## src/rtl/ncgb_pkg.sv

```systemverilog
// ncgb_pkg: write-sampler FSM states and MBC register address nibbles shared with the
// bank-register file that consumes the write strobes.
package ncgb_pkg;

    typedef enum logic [1:0] {
        ST_IDLE,
        ST_LOW,
        ST_STUCK,
        ST_COMMIT
    } wr_state_t;

    localparam logic [3:0] ADDR_RAM_EN_0   = 4'h0;
    localparam logic [3:0] ADDR_RAM_EN_1   = 4'h1;
    localparam logic [3:0] ADDR_ROM_LO     = 4'h2;
    localparam logic [3:0] ADDR_ROM_HI     = 4'h3;
    localparam logic [3:0] ADDR_RAM_BANK_0 = 4'h4;
    localparam logic [3:0] ADDR_RAM_BANK_1 = 4'h5;
    localparam logic [3:0] ADDR_GAME_EN    = 4'hA;
    localparam logic [3:0] ADDR_GAME_SEL   = 4'hB;

endpackage

```

## src/rtl/ncgb_sync.sv

```systemverilog
// ncgb_sync: DEPTH-flop synchronizer chain of width W; reset loads rst_val into every stage.
module ncgb_sync #(
    parameter int W     = 1,
    parameter int DEPTH = 2
) (
    input  logic         clk,
    input  logic         rst,
    input  logic [W-1:0] rst_val,
    input  logic [W-1:0] d,
    output logic [W-1:0] q
);

    logic [W-1:0] sync_q [DEPTH];

    always_ff @(posedge clk) begin
        if (rst) begin
            for (int i = 0; i < DEPTH; i++) sync_q[i] <= rst_val;
        end else begin
            sync_q[0] <= d;
            for (int i = 1; i < DEPTH; i++) sync_q[i] <= sync_q[i-1];
        end
    end

    assign q = sync_q[DEPTH-1];

endmodule

```

## src/rtl/gb_wr_sampler.sv

```systemverilog
// gb_wr_sampler: turns asynchronous GB cartridge write cycles into single-cycle strobes.
// Optional NCGB_WR_DATA_VOTE_EN: latch data only when two consecutive synced samples agree.
module gb_wr_sampler
    import ncgb_pkg::*;
#(
    parameter int SYNC_STAGES = 2,
    parameter int MIN_LOW     = 2,
    parameter int MAX_LOW     = 64,
    parameter int CNT_W       = 7
) (
    input  logic       clk,
    input  logic       rst,
    input  logic       gb_wr_n,
    input  logic [3:0] gb_a,
    input  logic [7:0] gb_d,
    output logic       wr_stb,
    output logic [3:0] wr_addr,
    output logic [7:0] wr_data,
    output logic       busy,
    output logic [7:0] abort_cnt
);

    logic       wr_s;
    logic [3:0] a_s;
    logic [7:0] d_s;

    ncgb_sync #(.W(1), .DEPTH(SYNC_STAGES)) u_sync_wr (
        .clk(clk), .rst(rst), .rst_val(1'b1), .d(gb_wr_n), .q(wr_s)
    );
    ncgb_sync #(.W(4), .DEPTH(SYNC_STAGES)) u_sync_a (
        .clk(clk), .rst(rst), .rst_val(4'h0), .d(gb_a), .q(a_s)
    );
    ncgb_sync #(.W(8), .DEPTH(SYNC_STAGES)) u_sync_d (
        .clk(clk), .rst(rst), .rst_val(8'h00), .d(gb_d), .q(d_s)
    );

    wr_state_t        state_q, state_d;
    logic [CNT_W-1:0] low_cnt_q, low_cnt_d, cnt_inc;
    logic [3:0]       lat_a_q, lat_a_d, wr_addr_q, wr_addr_d;
    logic [7:0]       lat_d_q, lat_d_d, wr_data_q, wr_data_d, abort_q, abort_d;
    logic             wr_stb_q, wr_stb_d, abort, d_ok;

`ifdef NCGB_WR_DATA_VOTE_EN
    logic [7:0] d_prev_q;
    always_ff @(posedge clk) d_prev_q <= rst ? 8'h00 : d_s;
    assign d_ok = (d_s == d_prev_q);
`else
    assign d_ok = 1'b1;
`endif

    assign cnt_inc = low_cnt_q + 1'b1;

    always_comb begin
        state_d   = state_q;
        low_cnt_d = low_cnt_q;
        lat_a_d   = lat_a_q;
        lat_d_d   = lat_d_q;
        wr_stb_d  = 1'b0;
        wr_addr_d = wr_addr_q;
        wr_data_d = wr_data_q;
        abort     = 1'b0;
        case (state_q)
            ST_IDLE, ST_COMMIT: begin
                if (state_q == ST_COMMIT) begin
                    wr_stb_d  = 1'b1;
                    wr_addr_d = lat_a_q;
                    wr_data_d = lat_d_q;
                    state_d   = ST_IDLE;
                end
                // A new low cycle right behind a commit starts without a lost idle cycle
                if (!wr_s) begin
                    state_d   = ST_LOW;
                    low_cnt_d = CNT_W'(1);
                    lat_a_d   = a_s;
                    lat_d_d   = d_s;
                end
            end
            ST_LOW: begin
                if (wr_s) begin
                    state_d = (low_cnt_q >= CNT_W'(MIN_LOW)) ? ST_COMMIT : ST_IDLE;
                    abort   = (low_cnt_q < CNT_W'(MIN_LOW));
                end else begin
                    low_cnt_d = cnt_inc;
                    lat_d_d   = d_ok ? d_s : lat_d_q;
                    if (a_s != lat_a_q || cnt_inc >= CNT_W'(MAX_LOW)) begin
                        state_d = ST_STUCK;
                        abort   = 1'b1;
                    end
                end
            end
            default: state_d = wr_s ? ST_IDLE : ST_STUCK;
        endcase
        abort_d = (abort && abort_q != 8'hFF) ? abort_q + 1'b1 : abort_q;
    end

    always_ff @(posedge clk) begin
        if (rst) begin
            state_q   <= ST_IDLE;
            low_cnt_q <= '0;
            lat_a_q   <= '0;
            lat_d_q   <= '0;
            wr_stb_q  <= 1'b0;
            wr_addr_q <= '0;
            wr_data_q <= '0;
            abort_q   <= '0;
        end else begin
            state_q   <= state_d;
            low_cnt_q <= low_cnt_d;
            lat_a_q   <= lat_a_d;
            lat_d_q   <= lat_d_d;
            wr_stb_q  <= wr_stb_d;
            wr_addr_q <= wr_addr_d;
            wr_data_q <= wr_data_d;
            abort_q   <= abort_d;
        end
    end

    assign wr_stb    = wr_stb_q;
    assign wr_addr   = wr_addr_q;
    assign wr_data   = wr_data_q;
    assign busy      = (state_q != ST_IDLE);
    assign abort_cnt = abort_q;

endmodule

```

## config.mk

```make
export PLATFORM = sky130hd
export DESIGN_NAME = gb_wr_sampler
export DESIGN_NICKNAME = d
export VERILOG_FILES = /design/src/rtl/ncgb_pkg.sv /design/src/rtl/ncgb_sync.sv /design/src/rtl/gb_wr_sampler.sv
export SDC_FILE = /design/constraint.sdc
export NUM_CORES = 1
export LEC_CHECK = 0
export CAP_MARGIN = 20
export CORE_MARGIN = 2
export CORE_UTILIZATION = 53
export CTS_CLUSTER_SIZE = 28
export DETAILED_ROUTE_END_ITERATION = 7
export PLACE_DENSITY = 0.81
export SLEW_MARGIN = 15
export SYNTH_ARGS = -nofsm -noshare
export SYNTH_HDL_FRONTEND = slang
export SYNTH_SLANG_ARGS = --single-unit
```

## constraint.sdc

```tcl
create_clock -name clk -period 2.6 [get_ports clk]
set_input_delay 0.78 -clock clk [delete_from_list [all_inputs] [get_ports clk]]
set_output_delay 0.78 -clock clk [all_outputs]
set_load 0.01 [all_outputs]
```

Word level (Yosys, flattened, before mapping):

Memory sizes are Yosys's and may differ from the RTL's. A register that Yosys moved wholly into a read port is not among the register bits.
Index checks and enable logic that the tools add are counted.
W data, S select, Z words.

* register bits after elaboration: 34
* bits in latches: 0
* memory bits (writable): 26
* ROM bits: 0
* input bits: 15
* output and inout bits: 22
* logic and storage cells: 67
* memories: 3

Memories
* u_sync_d.sync_q: words 2, width 8, read ports 2, clocked after memory_dff 1, wr ports 2, line ncgb_sync.sv:13 `logic [W-1:0] sync_q [DEPTH];`
* u_sync_a.sync_q: words 2, width 4, read ports 2, clocked after memory_dff 0, wr ports 2, line ncgb_sync.sv:13
* u_sync_wr.sync_q: words 2, width 1, read ports 2, clocked after memory_dff 0, wr ports 2, line ncgb_sync.sv:13

* $add $sub $neg: 2
* $mul: 0
* divide/modulo/power cells: 0
* magnitude comparators: 3
* equality and inequality tests: 8
* shifts and indexed selects: 0
* muxes and demuxes: 23
* bitwise logic cells: 8
* reductions and logical operators: 13

Operator list (count)
* $mux W8: 2
* $mux W7: 2
* $pmux W7 S2: 1
* $mux W2: 6
* $mux W1: 9
* $add A8 B1 Y8 const B: 1
* $mux W4: 2
* $ne A8 B8 Y1 const B: 1
* $reduce_and A2 Y1: 4
* $add A7 B1 Y7 const B: 1
* $ge A7 B2 Y1 const B: 1
* $ge A7 B7 Y1 const B: 1
* $lt A7 B2 Y1 const B: 1
* $ne A3 B3 Y1 const B: 2
* $or A1 B1 Y1: 6
* $ne A2 B2 Y1 const B: 2
* $ne A4 B4 Y1: 1
* $pmux W2 S2: 1
* $reduce_bool A2 Y1: 2
* $reduce_or A2 Y1: 2
* $reduce_and A3 Y1: 1
* $reduce_or A3 Y1: 1
* $eq A2 B1 Y1 const B: 1
* $eq A2 B2 Y1 const B: 1
* other kinds (4): 5

Logic depth before layout (Yosys ltp):

Gate-level depths: netlist (run 1).

* depth after elaboration: 7
* mapped depth: 8
* depth with buffers taken out: 7

By module:

Synthesis (run 1) repeated with hierarchy kept, for this count alone.

* cells, all modules: 291
* area total of the unflattened synthesis: 2957.8 µm²

By module, submodules not included
* gb_wr_sampler: times used 1, cells each 224, area an instance 1944.4 µm², seq. area each 840.8 µm²
* ncgb_sync (u_sync_d): times used 1, cells each 42, area an instance 629.4 µm², seq. area each 320.3 µm²
* ncgb_sync (u_sync_a): times used 1, cells each 21, area an instance 321.6 µm², seq. area each 160.2 µm²
* ncgb_sync (u_sync_wr): times used 1, cells each 4, area an instance 62.6 µm², seq. area each 40.0 µm²

Least setup slack after synthesis (run 1):

OpenSTA, ideal clock, no wires.

* path type: register to register
* start: register low_cnt_q[6]
* end: register abort_q[4] (netlist: abort_cnt[4])
* data arrival time: 1.820 ns
* path slack: 0.657 ns
* cell stages (with the launch flop): 6
* path through: dfxtp_1 -> or4_4 -> o31ai_4 -> nand3_1 -> nor4b_2 -> mux2_1

* word-level cells in the longest chain between the ends: 7
* elaborated cells between the ends (all ways): 8
* classes of those cells: add/sub (1); order compare (2); mux (3); reduce/logical (2)

Ends and longest elaborated chain
* from (decl): line gb_wr_sampler.sv:38 `logic [CNT_W-1:0] low_cnt_q, low_cnt_d, cnt_inc;`
* from (signal assigned): line gb_wr_sampler.sv:108 `low_cnt_q <= low_cnt_d;`
* $add A7 B1 Y7: line gb_wr_sampler.sv:51 `assign cnt_inc = low_cnt_q + 1'b1;`
* $ge A7 B7 Y1: line gb_wr_sampler.sv:85 `if (a_s != lat_a_q || cnt_inc >= CNT_W'(MAX_LOW)) begin`
* $logic_or A1 B1 Y1: line gb_wr_sampler.sv:85
* $mux W1: line gb_wr_sampler.sv:85
* $mux W1 *: line gb_wr_sampler.sv:79 `if (wr_s) begin`
* $mux W1 *: line gb_wr_sampler.sv:62 `case (state_q)`
* $logic_and A1 B1 Y1 *: line gb_wr_sampler.sv:93 `abort_d = (abort && abort_q != 8'hFF) ? abort_q + 1'b1 : abort_q;`
* to (signal assigned): line gb_wr_sampler.sv:114 `abort_q <= abort_d;`
* to (decl): line gb_wr_sampler.sv:40 `logic [7:0] lat_d_q, lat_d_d, wr_data_q, wr_data_d, abort_q, abort_d;`

Every way passes the cells marked *; elsewhere a longest branch is shown, timed or not.
A chain may end at the register's enable or synchronous reset.

Final worst setup path (run 1):

* start: register state_q[0]
* end: output busy

* word-level cells in the longest chain between the ends: 1

Ends and longest elaborated chain
* from (decl): line gb_wr_sampler.sv:37 `wr_state_t state_q, state_d;`
* from (signal assigned): line gb_wr_sampler.sv:107 `state_q <= state_d;`
* $reduce_bool A2 Y1: line gb_wr_sampler.sv:121 `assign busy = (state_q != ST_IDLE);`
* to (decl): line gb_wr_sampler.sv:19 `output logic busy,`

Every way passes these cells.

==> results of run 1 <==
-- worst min path at each step --
| stage | cells after the start | end | from |
|---|---|---|---|
| after floorplan | 1 | u_sync_wr.sync_q[0][1] | u_sync_wr.sync_q[0][0] |
| after global placement | 1 | u_sync_wr.sync_q[0][1] | u_sync_wr.sync_q[0][0] |
| after detailed placement | 1 | u_sync_wr.sync_q[0][1] | u_sync_wr.sync_q[0][0] |
| after CTS | 1 | u_sync_wr.sync_q[0][1] | u_sync_wr.sync_q[0][0] |
| after global routing | 1 | u_sync_wr.sync_q[0][1] | u_sync_wr.sync_q[0][0] |
| final | 1 | u_sync_wr.sync_q[0][1] | u_sync_wr.sync_q[0][0] |
-- kinds of logic (layout without fill, tap and decap cells) --
group | after synthesis | count (layout)
buf+inv | 19 | 60
mux | 15 | 15
compound gates | 48 | 48
fa+ha+maj | 7 | 7
flops | 68 | 68
simple gates | 106 | 106
xor+xnor | 7 | 7
-- cell type report --
type | count | share of cell area [%]
Clock buffer | 11 | 4.72
Inverter | 5 | 0.585
Sequential cell | 68 | 42.4
Clock inverter | 5 | 1.56
Multi-Input combinational cell | 183 | 36.3
Tap cell | 67 | 2.61
Timing Repair Buffer | 39 | 11.8
-- cells in the mapped netlist, drive strengths merged --
master | count | share of area, %
mux2 | 3 | 1.3
or3 | 5 | 1.2
nand3 | 2 | 0.39
nand4 | 6 | 1.7
nand2 | 23 | 3.3
o21bai | 2 | 0.58
buf | 6 | 0.96
nand2b | 2 | 0.48
or4 | 3 | 1.1
inv | 5 | 0.72
o21a | 1 | 0.29
o41ai | 1 | 0.34
a311oi | 1 | 0.34
a21oi | 22 | 4.2
o31ai | 2 | 1.1
clkbuf | 8 | 1.2
xor2 | 3 | 1.0
nor2b | 27 | 6.5
o21ba | 1 | 0.39
nor4 | 1 | 0.48
ha | 7 | 3.4
o21ai | 16 | 3.1
nor2 | 25 | 3.6
nor3b | 3 | 0.87
a21boi | 1 | 0.29
or3b | 1 | 0.34
mux2i | 12 | 4.6
nor3 | 2 | 0.39
a31oi | 1 | 0.24
nor4b | 2 | 0.91
xnor2 | 4 | 1.3
or2 | 2 | 0.48
and3 | 1 | 0.24
and4 | 1 | 0.34
dfxtp | 68 | 52
-- placed cells by master, fill, tap and decap left out, drive strengths merged --
| cell | netlist | final |
|---|---|---|
| dfxtp | 68 | 68 |
| clkdlybuf4s50 | 0 | 35 |
| nor2b | 27 | 27 |
| nor2 | 25 | 25 |
| nand2 | 23 | 23 |
| a21oi | 22 | 22 |
| o21ai | 16 | 16 |
| mux2i | 12 | 12 |
| clkbuf | 8 | 11 |
| ha | 7 | 7 |
| nand4 | 6 | 6 |
| inv | 5 | 5 |
| or3 | 5 | 5 |
| xnor2 | 4 | 4 |
| clkinv | 0 | 4 |
| buf | 6 | 4 |
| xor2 | 3 | 3 |
| nor3b | 3 | 3 |
| mux2 | 3 | 3 |
| or4 | 3 | 3 |
| nand3 | 2 | 2 |
| nor3 | 2 | 2 |
| nand2b | 2 | 2 |
| o21bai | 2 | 2 |
| or2 | 2 | 2 |
| o31ai | 2 | 2 |
| nor4b | 2 | 2 |
| o21a | 1 | 1 |
| o41ai | 1 | 1 |
| a31oi | 1 | 1 |
| a311oi | 1 | 1 |
| a21boi | 1 | 1 |
| nor4 | 1 | 1 |
| and3 | 1 | 1 |
| and4 | 1 | 1 |
| o21ba | 1 | 1 |
| or3b | 1 | 1 |
| bufinv | 0 | 1 |
-- worst max-delay path: stages (launching register included) --
cell	delay [ns]
sky130_fd_sc_hd__dfxtp_1	0.39
sky130_fd_sc_hd__inv_1	0.08
sky130_fd_sc_hd__ha_1	0.22
sky130_fd_sc_hd__inv_1	0.05
sky130_fd_sc_hd__clkdlybuf4s50_1	0.52
-- layer usage --
layer	global-route usage, %	wire length, um	vias to the layer above
li1	-	-	990
met1	25.0	2200	888
met2	27.5	2140	55
met3	4.07	192	7
met4	12.7	87	0
met5	0	0	-
-- state kept, by name, summed over array words and instances, names as in the netlist --
signal / flops
abort_cnt: 8
lat_a_q: 4
lat_d_q: 8
low_cnt_q: 7
state_q: 2
u_sync_a.sync_q: 8
u_sync_d.sync_q: 16
u_sync_wr.sync_q: 2
wr_addr: 4
wr_data: 8
wr_stb: 1
-- power groups by stage --
stage	combinational, mW	sequential, mW	clock (mW)
finish	0.0775	1.08	0.853
global route	0.0876	1.08	0.926
CTS	0.0785	1.08	0.879
detailed placement	0.0782	1.10	0
global placement	0.0769	1.10	0
floorplan	0.0497	1.09	0
-- per-stage QoR --
step	worst slack [ns]	cell area (um2)	instances	util (%)	hold slack, ns
3_5_place_dp	0.525	3010	362	63.7	0.406
3_3_place_gp	0.569	3010	362	63.7	0.402
5_1_grt	0.129	3210	378	67.9	0.435
6_report	0.215	3210	378	67.9	0.416
2_1_floorplan	0.657	2600	270	-	0.389
4_1_cts	0.190	3210	378	67.9	0.421
==> reports/summary.log, run 1 <==
qor: run_status.outcome finished clean
qor: synthesis.seq_area_frac_synth 52.4%
qor: floorplan.io_pins 37
qor: detailed_routing.first_pass_iters 4
qor: clock_tree.root_buffer sky130_fd_sc_hd__clkbuf_8
qor: sta.relSlewSlack 51.5%
qor: setup_path.cp_max_fo 4
qor: synthesis.synthesis.area_per_instance 9.63 um2
qor: synthesis.syn_nets 292
qor: clock_tree.ctsHoldBuffers 0
qor: synthesis.post_synth_xor_area_fraction 2.36%
qor: clock_tree.cts.clk_slew.worst_paths 0.07 ns
qor: clock_tree.cts_buffer_depth 2
qor: clock_tree.ctsResizeCount 0
qor: placed_design.place_hpwl 3.20 mm
qor: detailed_routing.ant_nets 0
qor: grt.gr-total-overflow 0
qor: min_path.min_path_type flop to flop
qor: detailed_routing.finalWirelength 4.63 mm
qor: cells_and_area.flow.area_growth_from_synthesis 23.4%
qor: floorplan.die_area 0.00548 mm2
qor: cells_and_area.diodes 0
qor: setup_path.worstSetupStartpoint state_q[0]
qor: power_and_ir_drop.static_power_due_to_leakage 1.16 nW
qor: setup_path.rrSetupSlack 0.53 ns
qor: synthesis.post_synth_instance_area 0.00260 mm2
qor: clock_tree.worst_skew_pair.late_latency 0.34 ns
qor: sta.worst_pin_slew 0.728 ns
qor: power_and_ir_drop.power.share.combinational 3.9%
qor: detailed_routing.route.detailed.vias_per_inst 5.13
qor: placed_design.place.gp.congestion 0.802
qor: sta.max_freq 419 MHz
qor: power_and_ir_drop.share_clk_of_total_power 42.5%
qor: detailed_routing.routed-via-count 1,940
qor: power_and_ir_drop.sequential_share_of_power 53.6%
qor: setup_path.timing.critical_path.from_type flop
qor: cells_and_area.nFillCells 379
qor: sta.period_minus_slack 2.38 ns
qor: setup_path.crit_required 1.82 ns
qor: floorplan.die_h 74.0 um
qor: grt.globalRouteTotalUtil 18.8%
qor: setup_path.critPathArrivalTime 1.60 ns
qor: floorplan.core.rowCount 25
qor: power_and_ir_drop.power.net_switching 415 uW
qor: run.max_cap_violations 0
qor: detailed_routing.initialDrtViolationCount 129
qor: cells_and_area.multiInputGateArea 0.00116 mm2
qor: sta.slew_violations 0
qor: detailed_routing.wl_per_cell 12.2 um
qor: cells_and_area.drive_above_1_share 9.97%
qor: clock_tree.number_of_post_cts_setup_repair_buffers 0
qor: power_and_ir_drop.power.density_cell_area 626 mW/mm2
qor: setup_path.type_of_destination_of_the_critical_path output pin
qor: setup_path.worst-r2r-cell-count 5
qor: sta.skew 0.00968 ns
qor: grt.grt_max_degree 44
qor: clock_tree.cts_tree done
qor: synthesis.muxShareOfSynthArea 5.92%
qor: synthesis.synthAdderAreaFrac 3.37%
qor: power_and_ir_drop.power.switching_fraction 20.7%
qor: synthesis.yosys_warnings 0
qor: sta.setup_viol 0
qor: cells_and_area.seqCellArea 0.00136 mm2
qor: clock_tree.cts-htree-levels 3
qor: grt.global_route_wire_length_before_repair 7.67 mm
qor: sta.rsz_0062_raised_after_global_routing false
qor: power_and_ir_drop.cell_internal_pwr 1.59 mW
qor: power_and_ir_drop.peakVddDrop 0.445 mV
qor: setup_path.worst_setup_path_endpoint busy
qor: setup_path.rr_endpoint abort_cnt[2]
qor: sta.period_share 91.7%
qor: power_and_ir_drop.post-layout-total-power 2.01 mW
qor: synthesis.synth_top_family_by_area simple AND/OR/NAND/NOR gates
qor: synthesis.synthesized_instance_count 270
qor: grt.first_global_vias 1,696
qor: cells_and_area.design.final.nets 328
qor: clock_tree.cts_num_sinks 68
qor: floorplan.chipWidth 74.0 um
qor: grt.antenna_found_initial 0
qor: placed_design.place.port_buffers 36
qor: sta.report.final.hold_viol_count 0
qor: floorplan.start_util 55.0%
qor: floorplan.core_area 0.00472 mm2
qor: synthesis.synth_compound_area_share 10.9%
qor: synthesis.post_synth_num_cell_types 42
qor: synthesis.postSynthRegisterBits 68
qor: detailed_routing.drc_errors 0
qor: setup_path.crit_type flop to output pin
qor: sta.setup-tns-final 0 ns
qor: synthesis.synth_simple_gate_area_share 22.3%
qor: clock_tree.tritoncts.num_buffers 9
qor: setup_path.source_of_the_worst_register_to_register_timing_path low_cnt_q[6]
(Power assumes the default switching activity.)
==> inputs of run 2 (changes only) <==
Settings changed: CTS_BUF_LIST set to sky130_fd_sc_hd__clkbuf_16.
==> reports/summary.log, run 2 (synthesis gave the netlist of run 1 again) <==
qor: grt.gr-total-overflow 0
qor: detailed_routing.wl_per_cell 12.3 um
qor: sta.relSlewSlack 50.4%
qor: grt.global_route_track_usage_on_met1 25.1%
qor: setup_path.timing.critical_path.from_type flop
qor: detailed_routing.initialDrtViolationCount 102
qor: cells_and_area.layout.cells.most_common_list sky130_fd_sc_hd__dfxtp_1, sky130_fd_sc_hd__clkdlybuf4s50_1, sky130_fd_sc_hd__nor2b_1, sky130_fd_sc_hd__nor2_1, sky130_fd_sc_hd__nand2_1
qor: cells_and_area.design.final.nets 328
qor: setup_path.rr_endpoint abort_cnt[2]
qor: setup_path.type_of_destination_of_the_critical_path output pin
qor: min_path.min_to u_sync_wr.sync_q[0][1]
qor: grt.first_global_vias 1,704
qor: cells_and_area.nFillCells 364
qor: detailed_routing.route.detailed.vias_per_inst 5.21
qor: sta.max_freq 424 MHz
qor: clock_tree.worst_skew_pair.late_latency 0.33 ns
qor: setup_path.cp_max_fo 4
qor: power_and_ir_drop.power.net_switching 456 uW
qor: placed_design.dpl_worst_slack 0.525 ns
qor: sta.rsz_0062_raised_after_global_routing false
qor: sta.worst_pin_slew 0.743 ns
qor: sta.period_minus_slack 2.36 ns
qor: cells_and_area.diodes 0
qor: power_and_ir_drop.power.share.combinational 3.4%
qor: setup_path.critPathArrivalTime 1.58 ns
qor: detailed_routing.drc_errors 0
qor: sta.skew 0.00619 ns
qor: cells_and_area.flow.area_growth_from_synthesis 26.5%
qor: power_and_ir_drop.post-layout-total-power 2.29 mW
qor: clock_tree.root_buffer sky130_fd_sc_hd__clkbuf_16
qor: min_path.worst_hold_path.num_cells 1
qor: clock_tree.cts_tree done
qor: cells_and_area.number_of_flip_flops_under_the_largest_register_name 16
qor: sta.setup_viol 0
qor: floorplan.core_area 0.00472 mm2
qor: setup_path.worst-r2r-cell-count 5
qor: floorplan.die_h 74.0 um
qor: placed_design.dpl.cell_count 362
qor: power_and_ir_drop.share_clk_of_total_power 49.5%
qor: power_and_ir_drop.sequential_share_of_power 47.1%
qor: cells_and_area.seqCellArea 0.00136 mm2
qor: floorplan.die_area 0.00548 mm2
qor: setup_path.crit_type flop to output pin
qor: sta.report.final.hold_viol_count 0
qor: clock_tree.ctsResizeCount 0
qor: min_path.min_path_type flop to flop
qor: power_and_ir_drop.power.switching_fraction 19.9%
qor: cells_and_area.final_core_util 69.6%
qor: grt.grt_max_degree 44
qor: clock_tree.number_of_post_cts_setup_repair_buffers 0
qor: grt.globalRoute.busiestLayer met2
qor: grt.global_route_wire_length_before_repair 7.78 mm
qor: floorplan.io_pins 37
qor: clock_tree.ctsHoldBuffers 0
qor: grt.grtUsageMet3 4.07%
qor: floorplan.chipWidth 74.0 um
qor: detailed_routing.routed-via-count 1,969
qor: power_and_ir_drop.power.density_cell_area 696 mW/mm2
qor: clock_tree.cts.clk_slew.worst_paths 0.05 ns
qor: setup_path.source_of_the_worst_register_to_register_timing_path low_cnt_q[1]
qor: grt.antenna_found_initial 0
qor: min_path.holdCritStartpoint u_sync_wr.sync_q[0][0]
qor: placed_design.place.gp.congestion 0.802
qor: cells_and_area.final_common_cell sky130_fd_sc_hd__dfxtp_1
qor: clock_tree.cts-htree-levels 3
qor: detailed_routing.ant_nets 0
qor: placed_design.place_hpwl 3.20 mm
qor: detailed_routing.first_pass_iters 4
qor: cells_and_area.multiInputGateArea 0.00116 mm2
qor: run_status.outcome finished clean
qor: floorplan.core.rowCount 25
qor: cells_and_area.largest-register u_sync_d.sync_q
qor: run.max_cap_violations 0
qor: sta.period_share 90.6%
qor: floorplan.start_util 55.0%
qor: clock_tree.cts_num_sinks 68
qor: cells_and_area.post_layout_nonfiller_instances 378
qor: clock_tree.tritoncts.num_buffers 9
qor: setup_path.rrSetupSlack 0.50 ns
qor: sta.post-route-worst-setup-slack 0.244 ns
qor: grt.globalRouteTotalUtil 19.1%
qor: power_and_ir_drop.peakVddDrop 0.421 mV
qor: cells_and_area.drive_above_1_share 9.32%
qor: clock_tree.cts_buffer_depth 2
qor: placed_design.place.port_buffers 36
qor: setup_path.crit_required 1.82 ns
qor: power_and_ir_drop.static_power_due_to_leakage 1.19 nW
qor: detailed_routing.finalWirelength 4.66 mm
qor: sta.setup-tns-final 0 ns
qor: power_and_ir_drop.cell_internal_pwr 1.83 mW
qor: sta.slew_violations 0
qor: grt.globalRouteMet2Util 28.1%
[run 2: cell type report]
class,instances,share of cell area (%)
inverters,5,0.571
clock buffers,9,6.85
repair buffers,39,11.5
multi-input cells,183,35.4
well taps,67,2.55
clock inverters,7,1.75
flip-flops and latches,68,41.4
[run 2: critical path, cell delays in order, from the launching register on]
cell and delay (ns):
sky130_fd_sc_hd__dfxtp_1 0.38, sky130_fd_sc_hd__inv_1 0.08, sky130_fd_sc_hd__ha_1 0.22, sky130_fd_sc_hd__inv_1 0.05, sky130_fd_sc_hd__clkdlybuf4s50_1 0.52
[run 2: how the worst max path moves through the flow]
stage	from	slack [ns]	end
finish	state_q[0]	0.24	busy
global route	state_q[1]	0.16	busy
CTS	state_q[0]	0.22	busy
detailed placement	low_cnt_q[1]	0.53	abort_cnt[4]
global placement	low_cnt_q[1]	0.57	abort_cnt[4]
floorplan	low_cnt_q[6]	0.66	abort_cnt[4]
[run 2: per-stage QoR]
stage,instance area (um2),hold slack [ns]
2_1_floorplan,2600,0.389
3_3_place_gp,3010,0.402
3_5_place_dp,3010,0.406
4_1_cts,3290,0.415
5_1_grt,3290,0.432
6_report,3290,0.412
[run 2: power by group through the flow]
stage | Clock, mW | Combinational (mW) | Sequential (mW)
after floorplan | 0 | 0.0497 | 1.09
after CTS | 1.15 | 0.0784 | 1.08
after global routing | 1.21 | 0.0873 | 1.08
after global placement | 0 | 0.0769 | 1.10
after detailed placement | 0 | 0.0782 | 1.10
final | 1.13 | 0.0778 | 1.08
[run 2: per-layer routing]
layer	routed length, um	vias up	part of all wire, %
li1	-	994	-
met2	2150	47	46
met4	117	0	2.5
met5	0	-	0
met3	137	8	2.9
met1	2250	920	48
